===== src/rtl/lsm_pkg.sv =====
// Shared channel state encoding for load_store_multi.
// The HOLD_HI/HOLD_LO dwell states exist only when LSM_DWELL_EN is defined.
package lsm_pkg;
`ifdef LSM_DWELL_EN
    localparam int ST_W = 2;
    typedef enum logic [ST_W-1:0] {ST_UP, ST_DOWN, ST_HOLD_HI, ST_HOLD_LO} lsm_state_e;
`else
    localparam int ST_W = 1;
    typedef enum logic [ST_W-1:0] {ST_UP, ST_DOWN} lsm_state_e;
`endif
endpackage


===== src/rtl/lsm_channel.sv =====
// One bounded triangle counter between runtime limits lo..hi.
// Optional turnaround dwell (LSM_DWELL_EN) uses a down-counter with terminal count at zero.
//
// state    | meaning
// ST_UP    | counting toward hi
// ST_DOWN  | counting toward lo
// ST_HOLD_HI | dwelling at hi before reversing (LSM_DWELL_EN only)
// ST_HOLD_LO | dwelling at lo before reversing (LSM_DWELL_EN only)
module lsm_channel
    import lsm_pkg::*;
#(
    parameter int CBITS = 13,
    parameter int N_DEF = 7500,
    parameter int DWELL = 3
) (
    input  logic             clk,
    input  logic             rst,
    input  logic             en,
    input  logic             wr,
    input  logic [CBITS-1:0] wr_hi,
    input  logic [CBITS-1:0] wr_lo,
    output logic [CBITS-1:0] vol,
    output logic             dir,
    output logic             at_hi,
    output logic             peak_pulse,
    output logic             trough_pulse
);
    lsm_state_e       state, state_n;
    logic [CBITS-1:0] hi, lo, vol_n, hi_n, lo_n;
    logic             at_hi_n, peak_n, trough_n;
`ifdef LSM_DWELL_EN
    localparam int DW_W = (DWELL > 1) ? $clog2(DWELL) : 1;
    logic [DW_W-1:0] cnt, cnt_n;
`endif

    always_ff @(posedge clk) begin
        if (rst) begin
            state        <= ST_DOWN;
            vol          <= '0;
            hi           <= CBITS'(N_DEF);
            lo           <= '0;
            at_hi        <= 1'b0;
            peak_pulse   <= 1'b0;
            trough_pulse <= 1'b0;
`ifdef LSM_DWELL_EN
            cnt          <= '0;
`endif
        end else begin
            state        <= state_n;
            vol          <= vol_n;
            hi           <= hi_n;
            lo           <= lo_n;
            at_hi        <= at_hi_n;
            peak_pulse   <= peak_n;
            trough_pulse <= trough_n;
`ifdef LSM_DWELL_EN
            cnt          <= cnt_n;
`endif
        end
    end

    always_comb begin
        state_n  = state;
        vol_n    = vol;
        hi_n     = hi;
        lo_n     = lo;
        peak_n   = 1'b0;
        trough_n = 1'b0;
`ifdef LSM_DWELL_EN
        cnt_n    = cnt;
`endif
        if (wr) begin
            hi_n = wr_hi;
            lo_n = wr_lo;
            // Out-of-range count is pulled to the new floor and restarts upward
            if (vol < wr_lo || vol > wr_hi) begin
                vol_n   = wr_lo;
                state_n = ST_UP;
            end
        end else if (en) begin
            case (state)
                ST_UP: begin
                    if (vol >= hi) begin
`ifdef LSM_DWELL_EN
                        state_n = ST_HOLD_HI;
                        cnt_n   = DW_W'(DWELL - 1);
`else
                        state_n = ST_DOWN;
`endif
                        peak_n  = 1'b1;
                    end else begin
                        vol_n = vol + 1'b1;
                    end
                end
                ST_DOWN: begin
                    if (vol <= lo) begin
`ifdef LSM_DWELL_EN
                        state_n = ST_HOLD_LO;
                        cnt_n   = DW_W'(DWELL - 1);
`else
                        state_n = ST_UP;
`endif
                        trough_n = 1'b1;
                    end else begin
                        vol_n = vol - 1'b1;
                    end
                end
`ifdef LSM_DWELL_EN
                ST_HOLD_HI: begin
                    if (cnt == '0) state_n = ST_DOWN;
                    else           cnt_n   = cnt - 1'b1;
                end
                ST_HOLD_LO: begin
                    if (cnt == '0) state_n = ST_UP;
                    else           cnt_n   = cnt - 1'b1;
                end
`endif
                default: state_n = ST_DOWN;
            endcase
        end
        at_hi_n = (vol_n == hi_n);
    end

`ifdef LSM_DWELL_EN
    assign dir = (state == ST_UP) || (state == ST_HOLD_LO);
`else
    assign dir = (state == ST_UP);
`endif
endmodule


===== src/rtl/load_store_multi.sv =====
// NCH independent bounded triangle counters with a shared limit-write port.
// Define LSM_DWELL_EN to add DWELL-cycle holds at each turnaround.
module load_store_multi
    import lsm_pkg::*;
#(
    parameter int NCH   = 4,
    parameter int CBITS = 13,
    parameter int N_DEF = 7500,
    parameter int DWELL = 3
) (
    input  logic                                    clk,
    input  logic                                    rst,
    input  logic [NCH-1:0]                          en,
    input  logic                                    cfg_we,
    input  logic [((NCH > 1) ? $clog2(NCH) : 1)-1:0] cfg_ch,
    input  logic [CBITS-1:0]                        cfg_hi,
    input  logic [CBITS-1:0]                        cfg_lo,
    output logic [NCH*CBITS-1:0]                    vol,
    output logic [NCH-1:0]                          dir,
    output logic [NCH-1:0]                          at_hi,
    output logic [NCH-1:0]                          peak_pulse,
    output logic [NCH-1:0]                          trough_pulse,
    output logic                                    cfg_err
);
    localparam int CHW = (NCH > 1) ? $clog2(NCH) : 1;

    logic           cfg_bad;
    logic [NCH-1:0] wr;

    assign cfg_bad = (cfg_lo > cfg_hi) || (32'(cfg_ch) >= 32'(NCH));

    always_ff @(posedge clk) begin
        if (rst) cfg_err <= 1'b0;
        else     cfg_err <= cfg_we && cfg_bad;
    end

    for (genvar i = 0; i < NCH; i++) begin : g_ch
        assign wr[i] = cfg_we && !cfg_bad && (cfg_ch == CHW'(i));

        lsm_channel #(
            .CBITS (CBITS),
            .N_DEF (N_DEF),
            .DWELL (DWELL)
        ) u_ch (
            .clk          (clk),
            .rst          (rst),
            .en           (en[i]),
            .wr           (wr[i]),
            .wr_hi        (cfg_hi),
            .wr_lo        (cfg_lo),
            .vol          (vol[i*CBITS +: CBITS]),
            .dir          (dir[i]),
            .at_hi        (at_hi[i]),
            .peak_pulse   (peak_pulse[i]),
            .trough_pulse (trough_pulse[i])
        );
    end
endmodule


===== config.mk =====
export PLATFORM = sky130hd
export DESIGN_NAME = load_store_multi
export DESIGN_NICKNAME = d
export VERILOG_FILES = /design/src/rtl/lsm_pkg.sv /design/src/rtl/lsm_channel.sv /design/src/rtl/load_store_multi.sv
export SDC_FILE = /design/constraint.sdc
export NUM_CORES = 1
export LEC_CHECK = 0
export ABC_AREA = 1
export BUFFER_PORTS_ARGS = -buffer_cell sky130_fd_sc_hd__buf_2
export CAP_MARGIN = 25
export CORE_MARGIN = 3
export CORE_UTILIZATION = 51
export CTS_BUF_LIST = sky130_fd_sc_hd__clkbuf_16
export CTS_CLUSTER_DIAMETER = 100
export CTS_CLUSTER_SIZE = 8
export DETAILED_ROUTE_END_ITERATION = 7
export PLACE_DENSITY = 0.73
export SKIP_LAST_GASP = 1
export SYNTH_ARGS = -nofsm -noshare
export SYNTH_HDL_FRONTEND = slang
export SYNTH_SLANG_ARGS = --single-unit

===== constraint.sdc =====
create_clock -name clk -period 3.41 [get_ports clk]
set_input_delay 0.682 -clock clk [delete_from_list [all_inputs] [get_ports clk]]
set_output_delay 0.682 -clock clk [all_outputs]
set_load 0.01 [all_outputs]

After elaboration in Yosys (flattened, before gate mapping)
Index checks and enable logic that the tools add are counted.
{ "totals": {"ff_bits": 173, "elab_cells": 157, "in_bits": 35} }
{ "classes": {"order_cmp": 17, "n_reduce_logical": 28, "muxes": 56, "bitwise_logic": 8, "n_eq_ne": 11, "add_sub_neg": 8} }
{ "op_table": {"columns": ["op", "count"], "rows": [
  ["$mux 13", 24],
  ["$pmux 13 s2", 4],
  ["$gt 13x13->1", 5],
  ["$add 13x1->13 const B", 4],
  ["$eq 13x13->1", 4],
  ["$ge 13x13->1", 4],
  ["$le 13x13->1", 4],
  ["$lt 13x13->1", 4],
  ["$sub 13x1->13 const B", 4],
  ["$reduce_or 4->1", 8],
  ["$mux 1", 24],
  ["$ne 2x2->1 const B", 4],
  ["$not 1->1", 8],
  ["$pmux 1 s2", 4],
  ["$reduce_and 2->1", 4],
  ["$reduce_bool 2->1", 4],
  ["$logic_and 1x1->1", 6],
  ["$eq 2x2->1 const B", 2],
  ["$logic_or 1x1->1", 4],
  ["$eq 2x1->1 const B", 1],
  ["$logic_not 2->1", 1],
  ["$logic_not 1->1", 1]
]} }

Logic depth before layout (Yosys ltp)
Gate-level depths: netlist (run 1).
{ "logic_depth": {"depth_word": 6, "depth_mapped": 22, "depth_no_buf": 22} }

Modules after synthesis
A second synthesis (run 1) with hierarchy kept.
{ "hier_totals": {"hier_cells": 2598, "area_unflattened_um2": 16590.9} }
{ "by_module_without_submodules": {"columns": ["mod", "cells_per_inst", "instances", "seq_area_each_um2", "area_each_um2"], "rows": [
  ["lsm_channel at g_ch[1].u_ch ...", 629, 2, 860.8, 4070.2],
  ["lsm_channel at g_ch[3].u_ch", 636, 1, 860.8, 4007.6],
  ["lsm_channel at g_ch[0].u_ch", 626, 1, 860.8, 3975.1],
  ["load_store_multi", 78, 1, 20.0, 467.9]
]} }

Worst setup path after synthesis (run 1)
No wires, ideal clock.
{ "synth_timing": {"path_type": "in2reg", "startpoint": "in cfg_lo[4]", "endpoint": "reg g_ch[0].u_ch.at_hi", "t_arrival_ps": 2753, "setup_slack_ps": 593, "n_path_buf": 2, "cell_stages": 19, "cell_sequence": "clkbuf_1 > inv_1 > ha_1 > nand2_1 > nor2_1 > o21ai_0 > o211ai_1 > nand2_1 > nand2_1 > nand2_1 > buf_2 > a21oi_1 > o21ai_1 > nand2_1 > nand2_1 > o21ai_0 > nor2_1 > nand3_1 > nor2_1"} }
{ "synth_between": {"elab_chain_len": 6, "word_cells_on_any_way": 10, "classes_between": "order compare: 2; eq/ne: 1; mux: 3; reduce/logical: 4"} }
{ "synth_rtl": {"columns": ["item", "line", "rtl"], "rows": [
  ["start: declaration", "load_store_multi.sv:17", "input logic [CBITS-1:0] cfg_lo,"],
  ["$gt 13x13->1", "load_store_multi.sv:30", "assign cfg_bad = (cfg_lo > cfg_hi) || (32'(cfg_ch) >= 32'(NCH));"],
  ["$logic_not 1->1", "load_store_multi.sv:38", "assign wr[i] = cfg_we && !cfg_bad && (cfg_ch == CHW'(i));"],
  ["$logic_and 1x1->1 (2 in a row)", "load_store_multi.sv:38", null],
  ["$mux 13", "lsm_channel.sv:72", "if (wr) begin"],
  ["$eq 13x13->1 (*)", "lsm_channel.sv:121", "at_hi_n = (vol_n == hi_n);"],
  ["end signal: assignment", "lsm_channel.sv:53", "at_hi <= at_hi_n;"],
  ["end: declaration", "lsm_channel.sv:24", "output logic at_hi,"]
]} }
Mark *: on every way between the ends. The rest lies on a longest branch, timed or not.
A chain may end at the register's enable or synchronous reset.

Worst setup path after layout (run 1)
{ "layout_timing": {"startpoint": "reg g_ch[3].u_ch.vol[11]", "endpoint": "reg g_ch[3].u_ch.at_hi"} }
{ "layout_between": {"elab_chain_len": 6, "word_cells_on_any_way": 14, "classes_between": "add/sub: 2; order compare: 4; eq/ne: 1; mux: 6; reduce/logical: 1"} }
{ "layout_rtl": {"columns": ["item", "line", "rtl"], "rows": [
  ["start: declaration", "lsm_channel.sv:22", "output logic [CBITS-1:0] vol,"],
  ["start signal: assignment", "lsm_channel.sv:50", "vol <= vol_n;"],
  ["$sub 13x1->13, or another cell as far along", "lsm_channel.sv:105", "vol_n = vol - 1'b1;"],
  ["$mux 13, on equally long branches", "lsm_channel.sv:96, lsm_channel.sv:83", null],
  ["$pmux 13 s2", "lsm_channel.sv:81", "case (state)"],
  ["$mux 13", "lsm_channel.sv:80", "end else if (en) begin"],
  ["$mux 13 (*)", "lsm_channel.sv:72", null],
  ["$eq 13x13->1 (*)", "lsm_channel.sv:121", null],
  ["end signal: assignment", "lsm_channel.sv:53", null],
  ["end: declaration", "lsm_channel.sv:24", null]
]} }
Marks and branches as above.

==> summary.log, run 1 <==
INFO  place          numPlacedInstances=3049
INFO  clock_network  tritoncts.num_buffers=17
INFO  place          detailedPlacementHpwl=43400um
INFO  run_status     outcome=completed
INFO  critical_path  worst_setup_path_end_kind=flop
INFO  synthesis      async_reset_ff_share=0%
INFO  floorplanning  floorplan.core_area=30000um^2
INFO  sta            finalHoldViolations=0
INFO  clock_network  cts_max_level=4
INFO  synthesis      post-synth-top-area-fraction=22.0%
INFO  sta            fin_crit_sh=94.5%
INFO  critical_path  worstSetupStartpoint=g_ch[3].u_ch.vol[11]
INFO  synthesis      synthesis.nets=2806
INFO  layout         num-fill-cells=2967
INFO  layout         layout.cells.non_filler=3081
INFO  critical_path  ws_path_type=flop to flop
INFO  critical_path  worst_ep_arrival_time=3.60ns
INFO  synthesis      cells_taking_the_most_area_after_synthesis=dfxtp_1 22%, ha_1 18%, nand2_1 16%
INFO  layout         layout-area-overhead-vs-synth=12.1%
INFO  job            cap_violations=0
INFO  floorplanning  die_area=33000um^2
INFO  layout         antenna-diode-count=0
INFO  route          routed_wl_per_cell=18.3um
INFO  sta            report.final.setup_viol=0
INFO  clock_network  clock_tree.root_cell=clkbuf_16
INFO  synthesis      synth_cell_types=44
INFO  global_route   initial_antenna_violation_count=1
INFO  clock_network  cts.path.max_buffers=2
INFO  synthesis      synth_area=15700um^2
INFO  synthesis      synth_top_cells_by_count=691 x nand2_1, 354 x inv_1, 237 x nand3_1
INFO  route          drtPass1Iterations=6
INFO  layout         multiInputGateArea=10500um^2
INFO  synthesis      ys_seq_elements=173
INFO  place          globalplace.congestion=0.971
INFO  power_and_ir_drop power_per_cell_area=745nW/um^2
INFO  layout         post-route-util=58.7%
INFO  global_route   pin_count_of_the_biggest_net_entering_global_routing=67
INFO  global_route   gr_overflow_total=0
INFO  place          placement.io_buffers=103
INFO  synthesis      yosysMostFrequentCell=nand2_1
INFO  sta            period_minus_slack=3.22ns
INFO  critical_path  worstSetupStartpointType=flop
INFO  route          routed_wl=56400um
INFO  clock_network  cts_tree=done
INFO  power_and_ir_drop max-vdd-ir-drop=425uV
INFO  route          detail_route.drc_violations=0
INFO  synthesis      syn-mean-instance-area=6.18um^2
INFO  floorplanning  num_rows=63
INFO  global_route   grt_pass1_wl=87200um
INFO  global_route   grt_pass1_vias=16300
INFO  critical_path  worstSetupEndpoint=g_ch[3].u_ch.at_hi
INFO  sta            finalClockSkew=0.0151ns
INFO  clock_network  worst_setup_hold_path_clk_slew=0.08ns
INFO  synthesis      synth.yosys.warnings=0
INFO  route          drtAntennaViolNets=0
INFO  critical_path  worst_reg2reg_path_endpoint=g_ch[3].u_ch.at_hi
INFO  synthesis      synth_top_area_cell=dfxtp_1
INFO  route          drtIter0Drc=1857
INFO  critical_path  worst_r2r_path_depth=18
INFO  critical_path  biggest_fanout_along_the_worst_timing_path=9
INFO  global_route   grt.total_usage=33.1%
INFO  floorplanning  starting_density_of_the_core=52.4%
INFO  clock_network  worstSkewPairLatency=0.45ns
INFO  synthesis      synth-edff-count=0
INFO  synthesis      ys_dominant_reg_cell=dfxtp_1
INFO  power_and_ir_drop leakage=0.00949uW
INFO  floorplanning  fp.dieH=182um
INFO  synthesis      synthesis.instances=2546
INFO  sta            drv_slew=0
INFO  clock_network  clock_sink_count=173
INFO  critical_path  reg2reg_setup_slack=0.19ns
INFO  sta            max-slew-margin-rel=52.1%
INFO  route          num_vias=17700
INFO  layout         ff_latch_area=3470um^2
INFO  sta            tightestPinTransition=0.718ns
INFO  power_and_ir_drop post-layout-total-power=13100uW
INFO  route          drt-vias-per-instance=5.76
INFO  layout         finish.net_count=2938
INFO  synthesis      yosysSeqAreaShare=22.0%
INFO  critical_path  reg_to_reg_startpoint=g_ch[3].u_ch.vol[11]
INFO  layout         drive_gt1_share=9.40%
INFO  critical_path  worst-endpoint-required=3.79ns
INFO  hold_path      worst_hold_path_type=flop to flop
INFO  sta            rsz0062_at_grt=no
INFO  floorplanning  design.portCount=104
INFO  floorplanning  floorplan.die.width=182um
INFO  clock_network  post_cts_buffers=0
INFO  sta            fmax=310MHz
-- critical path: stages (launching register included) --
cell	delay, ns
dfxtp_1	0.65
ha_1	0.22
nand2_1	0.06
nor2_1	0.20
and2_1	0.16
nand2_1	0.05
nand2_1	0.17
nand2_1	0.11
nand2_1	0.09
nand2_1	0.17
inv_1	0.29
nand3_1	0.11
nand3_1	0.13
nand2_1	0.08
nand2_1	0.07
nand2_1	0.04
a21oi_1	0.28
nand3_1	0.12
nor2_1	0.13
-- flip-flops by register name, summed over array words and instances, names as in the netlist --
| register | cells |
|---|---|
| g_ch.u_ch.lo | 52 |
| g_ch.u_ch.hi | 52 |
| g_ch.u_ch.trough_pulse | 4 |
| g_ch.u_ch.peak_pulse | 4 |
| cfg_err | 1 |
| g_ch.u_ch.vol | 52 |
| g_ch.u_ch.at_hi | 4 |
| g_ch.u_ch.state | 4 |
-- power by group --
part	switching [uW]	internal, uW
clock	967	945
combinational	5300	2890
sequential	684	2340
total	6950	6180
-- layout make-up --
class	count	share of cell area, %
Timing Repair Buffer	206	7.53
Inverter	357	7.60
Clock buffer	17	2.41
Sequential cell	173	19.7
Tap cell	390	2.77
Multi-Input combinational cell	1923	59.4
Clock inverter	15	0.667
-- cells in the final DEF, fill, tap and decap left out, types with 4 or more instances in the layout --
cell type,netlist,final
a211oi_1,13,13
nand3b_1,10,10
nand4_1,48,48
nand2_1,691,691
buf_2,22,102
nor3_1,30,30
and2_1,5,5
nand3_2,4,4
nor2_1,225,225
o21bai_1,4,4
clkinv_4,0,5
xor2_1,6,6
inv_1,354,355
a21oi_1,181,180
buf_4,17,101
dfxtp_1,173,171
nand3_1,237,237
o21ai_0,160,160
o21ai_1,33,33
ha_1,225,225
o211ai_1,16,16
nor4_1,4,4
clkbuf_16,0,17
-- kinds of logic after synthesis --
kind of cell / count (synthesis) / synth area share (%)
AO/OA/AOI/OAI: 424 / 14.3
buffers and inverters: 450 / 11.4
flip-flops: 173 / 22.0
XOR/XNOR: 6 / 0.334
adder cells (fa/ha/maj): 225 / 17.9
multiplexers: 1 / 0.0637
AND/OR/NAND/NOR: 1267 / 34.0
-- metal layers --
layer	wire length [um]	up-vias	GRT usage [%]
met5	9	-	0
met1	23600	8079	43.4
li1	-	8645	-
met2	24900	852	53.3
met3	5620	168	6.85
met4	2310	2	13.4
-- metrics by stage --
step	hold WS, ns	setup TNS (ns)	setup WS [ns]	area [um^2]
CTS	0.460	0	0.161	17600
floorplan	0.433	0	0.593	15700
global route	0.474	0	0.0179	17600
detailed placement	0.450	-0.0303	-0.0303	17100
global placement	0.443	0	0.0364	17100
finish	0.461	0	0.186	17600
-- worst min-delay path by stage --
stage / startpoint / end / slack [ns] / cells after the start
2_1_floorplan: g_ch[0].u_ch.lo[11] / g_ch[0].u_ch.lo[11] / 0.43 / 2
3_3_place_gp: g_ch[1].u_ch.lo[7] / g_ch[1].u_ch.lo[7] / 0.44 / 2
5_1_grt: g_ch[2].u_ch.lo[5] / g_ch[2].u_ch.lo[5] / 0.47 / 2
6_report: g_ch[2].u_ch.lo[5] / g_ch[2].u_ch.lo[5] / 0.46 / 2
3_5_place_dp: g_ch[0].u_ch.lo[7] / g_ch[0].u_ch.lo[7] / 0.45 / 2
4_1_cts: g_ch[2].u_ch.lo[5] / g_ch[2].u_ch.lo[5] / 0.46 / 2
-- what timing repair did --
action,in CTS,in global routing
resized for setup,0,3
setup endpoints to repair,0,2
hold buffers,0,0
No activity file was read; power rests on OpenSTA's default activity.
==> run 2: changes to the inputs <==
--- a/config.mk
+++ b/config.mk
@@ -10,9 +10,9 @@
 export CAP_MARGIN = 25
 export CORE_MARGIN = 3
 export CORE_UTILIZATION = 51
-export CTS_BUF_LIST = sky130_fd_sc_hd__clkbuf_16
+export CTS_BUF_LIST = sky130_fd_sc_hd__clkbuf_8
 export CTS_CLUSTER_DIAMETER = 100
-export CTS_CLUSTER_SIZE = 8
+export CTS_CLUSTER_SIZE = 16
 export DETAILED_ROUTE_END_ITERATION = 7
 export PLACE_DENSITY = 0.73
 export SKIP_LAST_GASP = 1
==> run 2 against run 1 <==
Sequential share of layout area grew 0.21 points; worst hold slack lost 0.032 ns; worst setup slack gained 0.029 ns; sequential power is essentially flat; first-iteration DRC count shrank 3.7%; wire length shrank 0.43%; clock skew grew 0.0082 ns; non-clock buffer count is the same; global-route usage shrank 0.051 points; largest cell class unchanged; largest power group unchanged.
==> summary.log, run 2 (synthesis results as in run 1) <==
INFO  sta            tightestPinTransition=0.718ns
INFO  clock_network  cts_tree=done
INFO  sta            rsz0062_at_grt=no
INFO  clock_network  cts.path.max_buffers=2
INFO  critical_path  worst_setup_path_end_kind=flop
INFO  power_and_ir_drop leakage=0.00941uW
INFO  clock_network  ctsHoldBuffers=0
INFO  critical_path  worst-endpoint-required=3.84ns
INFO  layout         final_cell_mix=691 x nand2_1, 355 x inv_1, 237 x nand3_1
INFO  critical_path  slowest_delay=0.66ns
INFO  floorplanning  fp.dieH=182um
INFO  hold_path      worst_hold_path_type=primary input to flop
INFO  critical_path  worst_r2r_path_depth=16
INFO  clock_network  ctsResizeCount=0
INFO  layout         num-fill-cells=3001
INFO  place          globalplace.congestion=0.971
INFO  floorplanning  floorplan.die.width=182um
INFO  run_status     outcome=completed
INFO  place          detailedPlacementHpwl=43400um
INFO  layout         reg_top3=g_ch.u_ch.hi: 52 flops, g_ch.u_ch.lo: 52 flops, g_ch.u_ch.vol: 52 flops
INFO  sta            fin_crit_sh=93.7%
INFO  route          drt-vias-per-instance=5.78
INFO  route          drtPass1Iterations=6
INFO  place          dpl-instance-area=17100um^2
INFO  critical_path  worstSetupStartpointType=flop
INFO  hold_path      hold_path_end=g_ch[1].u_ch.vol[9]
INFO  clock_network  clock_sink_count=173
INFO  floorplanning  die_area=33000um^2
INFO  critical_path  worst_reg2reg_path_endpoint=g_ch[3].u_ch.at_hi
INFO  clock_network  clock_tree.root_cell=clkbuf_8
INFO  floorplanning  starting_density_of_the_core=52.4%
INFO  sta            finalHoldViolations=0
INFO  route          drtAntennaViolNets=0
INFO  route          routed_wl_per_cell=18.2um
INFO  global_route   grt_pass1_wl=87200um
INFO  route          routed_wl=56200um
INFO  floorplanning  num_rows=63
INFO  power_and_ir_drop power_per_cell_area=724nW/um^2
INFO  critical_path  critical_path.cell_chain=ha_1, nand2_1, nand2_1, nand2_1, nand2_1, a21oi_1, nand3_1, a21oi_2, nand3_1, nand2_1, nand3_1, nand2_1, nand2_1, a21oi_1, nand3_1, nor2_1
INFO  sta            drv_slew=0
INFO  clock_network  post_cts_buffers=0
INFO  place          numPlacedInstances=3049
INFO  clock_network  tritoncts.num_buffers=17
INFO  global_route   pin_count_of_the_biggest_net_entering_global_routing=67
INFO  sta            max-slew-margin-rel=52.1%
INFO  critical_path  crit_path_top_delay_cell=dfxtp_1
INFO  critical_path  ws_path_type=flop to flop
INFO  layout         finish.net_count=2938
INFO  clock_network  cts_max_level=4
INFO  floorplanning  floorplan.core_area=30000um^2
INFO  global_route   initial_antenna_violation_count=1
INFO  route          num_vias=17800
INFO  clock_network  worst_setup_hold_path_clk_slew=0.12ns
INFO  layout         layout.cells.non_filler=3082
INFO  layout         mostFrequentLayoutCell=nand2_1
INFO  layout         layout-area-overhead-vs-synth=11.0%
INFO  sta            fmax=313MHz
INFO  sta            report.final.setup_viol=0
INFO  critical_path  reg_to_reg_startpoint=g_ch[3].u_ch.vol[10]
INFO  power_and_ir_drop max-vdd-ir-drop=421uV
INFO  hold_path      hold_path_startpoint=rst
INFO  route          drtIter0Drc=1788
INFO  place          placement.io_buffers=103
INFO  power_and_ir_drop post-layout-total-power=12600uW
INFO  critical_path  biggest_fanout_along_the_worst_timing_path=9
INFO  sta            period_minus_slack=3.19ns
INFO  hold_path      whs_path_depth=2
INFO  sta            finalClockSkew=0.0233ns
INFO  route          detail_route.drc_violations=0
INFO  critical_path  worst_ep_arrival_time=3.62ns
INFO  global_route   grt.total_usage=33.1%
INFO  critical_path  reg2reg_setup_slack=0.22ns
INFO  floorplanning  design.portCount=104
INFO  global_route   grt_pass1_vias=16300
INFO  layout         post-route-cell-area=17500um^2
INFO  global_route   gr_overflow_total=0
INFO  clock_network  worstSkewPairLatency=0.51ns
INFO  job            cap_violations=0
INFO  critical_path  critPathMostFrequentCell=nand2_1
INFO  layout         drive_gt1_share=9.48%
run 2: cell count changes in the layout (fill, tap and decap cells not counted):
| cell | change |
|---|---|
| clkbuf_16 | -17 |
| clkbuf_8 | +18 |
| clkinv_1 | -1 |
| diode_2 | +1 |
| dfxtp_1 | -1 |
| dfxtp_2 | +1 |
run 2: worst max path at each step:
stage	from	end	slack, ns
6_report	g_ch[3].u_ch.vol[10]	g_ch[3].u_ch.at_hi	0.22
3_5_place_dp	cfg_hi[4]	g_ch[3].u_ch.at_hi	-0.03
5_1_grt	g_ch[3].u_ch.vol[10]	g_ch[3].u_ch.at_hi	0.0002
3_3_place_gp	cfg_hi[12]	g_ch[3].u_ch.at_hi	0.04
4_1_cts	g_ch[3].u_ch.vol[10]	g_ch[3].u_ch.at_hi	0.15
2_1_floorplan	cfg_lo[4]	g_ch[0].u_ch.at_hi	0.59
run 2: routing by layer:
layer / vias up / part of all wire (%) / routed length, um / track usage [%]
met4: 2 / 3.7 / 2070 / 12.5
met2: 894 / 45 / 25100 / 53.5
li1: 8634 / - / - / -
met1: 8133 / 42 / 23900 / 44.1
met5: - / 0.016 / 9 / 0
met3: 148 / 9.2 / 5170 / 5.69
run 2: worst max-delay path, delay by kind of cell (launching register included):
kind,cells,cell delay (ns)
flip-flops,1,0.66
adder cells (fa/ha/maj),1,0.34
AND/OR/NAND/NOR,12,1.19
AO/OA/AOI/OAI,3,0.94
run 2: power breakdown:
group | total (uW) | internal, uW | switching [uW]
combinational | 8180 | 2890 | 5290
sequential | 3020 | 2340 | 678
clock | 1440 | 537 | 905
total | 12600 | 5770 | 6870
run 2: layout make-up:
class	instances	area (um^2)	share of cell area (%)
flip-flops and latches	173	3470	19.9
clock inverters	14	114	0.652
inverters	357	1340	7.68
diodes	1	2.50	0.0143
multi-input cells	1923	10500	60.0
repair buffers	206	1330	7.61
well taps	390	488	2.79
clock buffers	18	248	1.42
run 2: metrics by stage:
stage / setup WS [ns] / hold slack (ns) / utilization (%) / setup TNS [ns]
floorplan: 0.593 / 0.433 / - / 0
global placement: 0.0364 / 0.443 / 56.9 / 0
detailed placement: -0.0303 / 0.450 / 56.9 / -0.0303
finish: 0.215 / 0.429 / 58.1 / 0
CTS: 0.146 / 0.403 / 58.1 / 0
global route: 0.000227 / 0.402 / 58.1 / 0
